**config.mk**
```make
export PLATFORM = sky130hd
export DESIGN_NAME = game_state_ctrl
export DESIGN_NICKNAME = d
export VERILOG_FILES = /design/src/rtl/game_pkg.sv /design/src/rtl/game_state_ctrl_sprite_overlap.sv /design/src/rtl/game_state_ctrl.sv
export SDC_FILE = /design/constraint.sdc
export NUM_CORES = 1
export LEC_CHECK = 0
export CAP_MARGIN = 20
export CORE_ASPECT_RATIO = 0.5
export CORE_MARGIN = 5
export CORE_UTILIZATION = 58
export CTS_BUF_LIST = sky130_fd_sc_hd__clkbuf_8
export CTS_CLUSTER_DIAMETER = 40
export CTS_CLUSTER_SIZE = 28
export DETAILED_ROUTE_END_ITERATION = 16
export GPL_ROUTABILITY_DRIVEN = 0
export PLACE_DENSITY = 0.95
export RECOVER_POWER = 100
export REMOVE_ABC_BUFFERS = 1
export SYNTH_ARGS = -nofsm -noshare
export SYNTH_HDL_FRONTEND = slang
export SYNTH_SLANG_ARGS = --single-unit
```
**constraint.sdc**
```tcl
create_clock -name frame_clk -period 2.6 [get_ports frame_clk]
set_input_delay 0.26 -clock frame_clk [delete_from_list [all_inputs] [get_ports frame_clk]]
set_output_delay 0.26 -clock frame_clk [all_outputs]
set_load 0.02 [all_outputs]
```
**src/rtl/game_pkg.sv**
```systemverilog
// Shared types and constants for the game sequencer and its collision helpers.
package game_pkg;

    typedef enum logic [2:0] {
        IDLE  = 3'd0,
        PLAY  = 3'd1,
        DYING = 3'd2,
        OVER  = 3'd3,
        WIN   = 3'd4
    } game_state_t;

    localparam int SPRITE_SIZE_DEFAULT = 16;

    localparam logic [1:0] GHOST_BLINKY = 2'd0;
    localparam logic [1:0] GHOST_PINKY  = 2'd1;
    localparam logic [1:0] GHOST_INKY   = 2'd2;
    localparam logic [1:0] GHOST_CLYDE  = 2'd3;

    // x^5 + x^3 + 1 Fibonacci step; period 31 from any nonzero seed.
    function automatic logic [4:0] lfsr_next(input logic [4:0] cur);
        return {cur[3:0], cur[4] ^ cur[2]};
    endfunction

endpackage

```
**src/rtl/game_state_ctrl_sprite_overlap.sv**
```systemverilog
// Bounding-box overlap test between two equal-size square sprites.
// Purely combinational; hit when both axis distances are below SIZE.
module sprite_overlap
    import game_pkg::*;
#(
    parameter int SIZE = SPRITE_SIZE_DEFAULT
) (
    input  logic [9:0] ax,
    input  logic [9:0] ay,
    input  logic [9:0] bx,
    input  logic [9:0] by,
    output logic       hit
);

    localparam logic [10:0] SIZE_W = 11'(SIZE);

    logic [10:0] dx;
    logic [10:0] dy;

    assign dx  = (ax >= bx) ? ({1'b0, ax} - {1'b0, bx}) : ({1'b0, bx} - {1'b0, ax});
    assign dy  = (ay >= by) ? ({1'b0, ay} - {1'b0, by}) : ({1'b0, by} - {1'b0, ay});
    assign hit = (dx < SIZE_W) && (dy < SIZE_W);

endmodule

```
**src/rtl/game_state_ctrl.sv**
```systemverilog
// Game sequencer: start/death/win FSM, lives, death freeze timer and ghost LFSR.
// All outputs are registered and change on the same edge as the state.
module game_state_ctrl
    import game_pkg::*;
#(
    parameter int         SPRITE_SIZE  = SPRITE_SIZE_DEFAULT,
    parameter int         LIVES_INIT   = 3,
    parameter int         DEATH_FRAMES = 60,
    parameter logic [4:0] LFSR_SEED    = 5'b00001
) (
    input  logic       frame_clk,
    input  logic       Reset,
    input  logic       key_start,
    input  logic       all_eaten,
    input  logic [9:0] PacX,
    input  logic [9:0] PacY,
    input  logic [9:0] GhostX0,
    input  logic [9:0] GhostX1,
    input  logic [9:0] GhostX2,
    input  logic [9:0] GhostX3,
    input  logic [9:0] GhostY0,
    input  logic [9:0] GhostY1,
    input  logic [9:0] GhostY2,
    input  logic [9:0] GhostY3,
    output logic       start_game,
    output logic       game_over,
    output logic       win,
    output logic [1:0] lives,
    output logic [1:0] hit_ghost,
    output logic       respawn,
    output logic [4:0] counter
);

    localparam logic [1:0] LIVES_RST  = 2'(LIVES_INIT);
    localparam logic [7:0] TIMER_LAST = 8'(DEATH_FRAMES - 1);

    game_state_t state_q, state_d;
    logic [1:0]  lives_q, lives_d;
    logic [1:0]  hit_ghost_q, hit_ghost_d;
    logic [7:0]  timer_q, timer_d;
    logic [4:0]  counter_q, counter_d;
    logic        key_start_q;
    logic        start_game_q, start_game_d;
    logic        game_over_q, game_over_d;
    logic        win_q, win_d;
    logic        respawn_q, respawn_d;

    logic [9:0] ghost_x [4];
    logic [9:0] ghost_y [4];
    logic [3:0] hit;
    logic       any_hit;
    logic [1:0] hit_idx;
    logic       start_edge;

    assign ghost_x[0] = GhostX0;
    assign ghost_x[1] = GhostX1;
    assign ghost_x[2] = GhostX2;
    assign ghost_x[3] = GhostX3;
    assign ghost_y[0] = GhostY0;
    assign ghost_y[1] = GhostY1;
    assign ghost_y[2] = GhostY2;
    assign ghost_y[3] = GhostY3;

    for (genvar g = 0; g < 4; g++) begin : g_overlap
        sprite_overlap #(.SIZE(SPRITE_SIZE)) u_overlap (
            .ax  (PacX),
            .ay  (PacY),
            .bx  (ghost_x[g]),
            .by  (ghost_y[g]),
            .hit (hit[g])
        );
    end

    assign any_hit    = |hit;
    assign start_edge = key_start & ~key_start_q;

    always_comb begin
        hit_idx = GHOST_CLYDE;
        if (hit[0])      hit_idx = GHOST_BLINKY;
        else if (hit[1]) hit_idx = GHOST_PINKY;
        else if (hit[2]) hit_idx = GHOST_INKY;
    end

    always_comb begin
        state_d     = state_q;
        lives_d     = lives_q;
        hit_ghost_d = hit_ghost_q;
        timer_d     = timer_q;
        counter_d   = lfsr_next(counter_q);
        case (state_q)
            IDLE, OVER, WIN: begin
                if (start_edge) begin
                    state_d = PLAY;
                    lives_d = LIVES_RST;
                end
            end
            PLAY: begin
                // Positions are stale on the respawn cycle, so collisions wait a frame.
                if (all_eaten) begin
                    state_d = WIN;
                end else if (any_hit && !respawn_q) begin
                    state_d     = DYING;
                    lives_d     = (lives_q == 2'd0) ? 2'd0 : lives_q - 2'd1;
                    hit_ghost_d = hit_idx;
                    timer_d     = 8'd0;
                end
            end
            DYING: begin
                if (timer_q == TIMER_LAST) begin
                    state_d = (lives_q == 2'd0) ? OVER : PLAY;
                end else begin
                    timer_d = timer_q + 8'd1;
                end
            end
            default: state_d = IDLE;
        endcase

        start_game_d = (state_d == PLAY);
        game_over_d  = (state_d == OVER) || (state_d == WIN);
        win_d        = (state_d == WIN);
        respawn_d    = (state_d == PLAY) && (state_q != PLAY);
    end

    always_ff @(posedge frame_clk or posedge Reset) begin
        if (Reset) begin
            state_q      <= IDLE;
            lives_q      <= LIVES_RST;
            hit_ghost_q  <= 2'd0;
            timer_q      <= 8'd0;
            counter_q    <= LFSR_SEED;
            key_start_q  <= 1'b0;
            start_game_q <= 1'b0;
            game_over_q  <= 1'b0;
            win_q        <= 1'b0;
            respawn_q    <= 1'b0;
        end else begin
            state_q      <= state_d;
            lives_q      <= lives_d;
            hit_ghost_q  <= hit_ghost_d;
            timer_q      <= timer_d;
            counter_q    <= counter_d;
            key_start_q  <= key_start;
            start_game_q <= start_game_d;
            game_over_q  <= game_over_d;
            win_q        <= win_d;
            respawn_q    <= respawn_d;
        end
    end

    assign start_game = start_game_q;
    assign game_over  = game_over_q;
    assign win        = win_q;
    assign lives      = lives_q;
    assign hit_ghost  = hit_ghost_q;
    assign respawn    = respawn_q;
    assign counter    = counter_q;

endmodule

```
==> flow_summary.ini, run 1 <==
[run_status]
status = did not finish
stop_stage = clock tree synthesis (4_1_cts)
error_message = [ERROR DPL-0038] Utilization greater than 100%, impossible to legalize

[floorplan]
start_util_pct = 60.4
die_x_um = 174
num_io_pins = 117
die_y_um = 91.9
num_rows = 29

[placed_design]
io_buffers = 116
dp_hpwl_um = 26600
placed_cell_area_um2 = 11000
dp_cells = 1597

[yosys]
synthesis.area_um2 = 7780
synth.yosys.seq_area_share_pct = 8.09
synth_cell_types = 82
synth_common_cells = ha_1, inv_1, a21oi_1, nor2_1, nand2_1
syn_avg_cell_area_um2 = 7.15
synth_top_flop_cell = dfrtp_1
yosysMostFrequentCell = ha_1
syn_inst = 1088
synth_top_area_share_pct = 25.9
yosysWarnings = 0
netlist_top_cells_area = ha_1, dfrtp_1, inv_1, a21oi_1, o21ai_0
ys_ff_latch = 25
async_flop_share_pct = 100
yosys.area.top_type = ha_1
synth_edf_count = 0

[cts]
htreeDepth = 1
cts_setup_buffers = 58
root_buffer = clkbuf_8
clockBufferDepth = 2
cts_resized = 510
hold_buffers = 0
cts_buffers = 3
clock_sinks = 25
==> stage by stage <==
stage	util, %	worst slack [ns]	hold slack, ns	setup TNS, ns
after floorplan	-	-0.395	0.285	-3.69
after global placement	85.3	-1.08	0.356	-15.55
after detailed placement	85.3	-1.33	0.370	-19.26
==> kinds of logic after synthesis <==
group / count (synthesis) / share of synthesized area (%)
AOI/OAI and AO/OA: 356 / 30.7
xor gates and xnor gates: 29 / 3.26
adders and majority gates: 161 / 25.9
buffers and inverters: 179 / 8.89
DFF: 25 / 8.09
muxes: 20 / 2.64
and+or+nand+nor: 318 / 20.6
==> run 2: changes to the inputs <==
--- a/config.mk
+++ b/config.mk
@@ -6,15 +6,11 @@
 export NUM_CORES = 1
 export LEC_CHECK = 0
 export CAP_MARGIN = 20
-export CORE_ASPECT_RATIO = 0.5
 export CORE_MARGIN = 5
-export CORE_UTILIZATION = 58
-export CTS_BUF_LIST = sky130_fd_sc_hd__clkbuf_8
-export CTS_CLUSTER_DIAMETER = 40
-export CTS_CLUSTER_SIZE = 28
+export CORE_UTILIZATION = 40
 export DETAILED_ROUTE_END_ITERATION = 16
 export GPL_ROUTABILITY_DRIVEN = 0
-export PLACE_DENSITY = 0.95
+export PLACE_DENSITY_LB_ADDON = 0.15
 export RECOVER_POWER = 100
 export REMOVE_ABC_BUFFERS = 1
 export SYNTH_ARGS = -nofsm -noshare
==> flow_summary.ini, run 2 <==
[run_status]
status = finished with violations
violations = setup timing

[timing]
finClkSkew_ns = 0.00263
finalCriticalPeriod_ns = 2.93
hold_viol = 0
worst_slack_ns = -0.325
fin_crit_sh_pct = 113
finalSetupViolCount = 16
rsz0062_at_grt = true
setup_tns_ns = -4.31
slew_viol_final = 0
hold_slack_ns = 0.376
max_freq_ghz = 0.342
worst_slew_pin_slew_ns = 0.913
relSlewSlack_pct = 39.1

[flow_run]
drv_cap = 0

[placed_design]
dp_hpwl_um = 22100
io_buffers = 116
placed_cell_area_um2 = 11300

[global_routing]
grt_usage_pct = 27.5
grt_pass1_vias = 10251
grt_pass1_wl_um = 50900
antenna_found_initial = 0
overflow = 0
grt_max_degree = 25

[cts]
cts_buffers = 3
root_buffer = clkbuf_16
clock_sinks = 25
clkTransAtPathRegs_ns = 0.06
htreeDepth = 1
clockBufferDepth = 2
clk_latency_ns = 0.25
hold_buffers = 0
cts_tree = done

[yosys]
syn_avg_cell_area_um2 = 7.15
synth_top_area_share_pct = 25.9
yosysWarnings = 0
syn_inst = 1088
async_flop_share_pct = 100
ys_ff_latch = 25
yosys.area.top_type = ha_1
yosysMostFrequentCell = ha_1
synth_top_flop_cell = dfrtp_1
netlist_top_cells_area = ha_1, dfrtp_1, inv_1, a21oi_1, o21ai_0
synth_edf_count = 0
synth_common_cells = ha_1, inv_1, a21oi_1, nor2_1, nand2_1
synth_cell_types = 82
synth.yosys.seq_area_share_pct = 8.09
synthesis.area_um2 = 7780

[finish]
syn_to_final_growth_pct = 79.8
top_register = timer_q
layout_commonest_cell = buf_4
largest_register_ffs = 8
layout.nets = 1790
layout-drive-gt1-share_pct = 45.7
n_antenna_cell = 0
fin_area_um2 = 14000
mostFrequentLayoutCells = buf_4, inv_1, ha_4

[route]
wl_per_cell_um = 18.3
post-route-drc-count = 0
vias_per_cell = 5.60
dr.first_iter.drc_count = 659
routed_wl_um = 32700
drt_pre_antenna_iters = 5
dr_total_vias = 10010
ant_nets = 0

[setup_path]
start_kind = input pin
critPathRequiredTime_ns = 2.74
worst_ep_arrival_time_ns = 3.06
crit_type = in -> reg
crit_fanout = 7
end_kind = flop

[floorplan]
die_area_um2 = 22300
die_x_um = 149
start_util_pct = 40.2
num_rows = 51
num_io_pins = 117
die_y_um = 149
core_area_um2 = 19300

[worst_hold_path]
hp-class = reg -> reg

[power]
total_leakage_power_nw = 6.45
total_power_mw = 3.87
powerDensity_nw_per_um2 = 277
peakVddDrop_v = 0.000254
run 2: cell counts after synthesis:
Identical to the previous run, type by type.
run 2: critical path, stage by stage:
cell and delay [ns]:
buf_6 0.10, inv_8 0.05, ha_2 0.33, buf_4 0.16, o21ai_0 0.10, a31oi_1 0.22, o211ai_1 0.13, a221o_1 0.30
o41ai_2 0.40, buf_4 0.19, o221ai_4 0.12, a41oi_4 0.30, o21ai_2 0.11, mux2_4 0.27
run 2: power by group:
part / leakage (nW) / switching [mW] / internal [mW] / total, mW
combinational: 6.12 / 1.52 / 1.55 / 3.07
clock: 0.0382 / 0.127 / 0.209 / 0.336
sequential: 0.300 / 0.0332 / 0.430 / 0.463
total: 6.45 / 1.68 / 2.19 / 3.87
run 2: cells by family (layout without fill, tap and decap cells):
| family | Yosys count | after routing | synth area share [%] |
|---|---|---|---|
| AO/OA/AOI/OAI | 356 | 356 | 30.7 |
| AND/OR/NAND/NOR | 318 | 318 | 20.6 |
| buffers and inverters | 179 | 615 | 8.89 |
| adder cells (fa/ha/maj) | 161 | 161 | 25.9 |
| XOR/XNOR | 29 | 29 | 3.26 |
| flip-flops | 25 | 25 | 8.09 |
| multiplexers | 20 | 20 | 2.64 |
run 2: area by class of cell:
class                           count  area [um2]
Tap cell                          265         332
Timing Repair Buffer              472        3930
Sequential cell                    25         629
Clock buffer                        4        78.8
Multi-Input combinational cell    884        8430
Inverter                          139         592
Fill cell                        1399        5350
run 2: path summary, 6_finish.rpt:
check | from | endpoint | slack [ns] | depth (start not counted)
max in group asynchronous | Reset | lives[0] | 1.32 | 3
worst min register to register | counter[1] | counter[2] | 0.38 | 0
worst max-delay path | PacX[6] | timer_q[0] | -0.33 | 14
worst max register to register | timer_q[0] | timer_q[7] | 0.46 | 9
min in group asynchronous | Reset | counter[1] | 0.64 | 2
worst min-delay path | counter[1] | counter[2] | 0.38 | 0
run 2: repair_timing:
action / in CTS / in global routing
setup endpoints to repair: 16 / 16
resized for setup: 606 / 81
pin swaps: 144 / 62
gates cloned: 0 / 0
buffers inserted: 49 / 15
run 2: per-layer routing:
metal  global-route usage (%)  share of wire (%)  vias up
li1                         -                  -     4813
met1                     34.2                 41     4714
met2                     49.2                 50      393
met3                     2.24                5.0       90
met4                     10.5                4.6        0
met5                        0                  0        -
run 2: stage by stage:
| step | instances | utilization (%) | setup slack, ns |
|---|---|---|---|
| after global routing | 1789 | 72.3 | -0.401 |
| after global placement | 1723 | 58.6 | -1.14 |
| after CTS | 1774 | 70.6 | -0.206 |
| final | 1789 | 72.3 | -0.325 |
| after detailed placement | 1723 | 58.6 | -1.28 |
| after floorplan | 1048 | - | -0.395 |
Note: power is estimated with default switching activity, not from simulation.
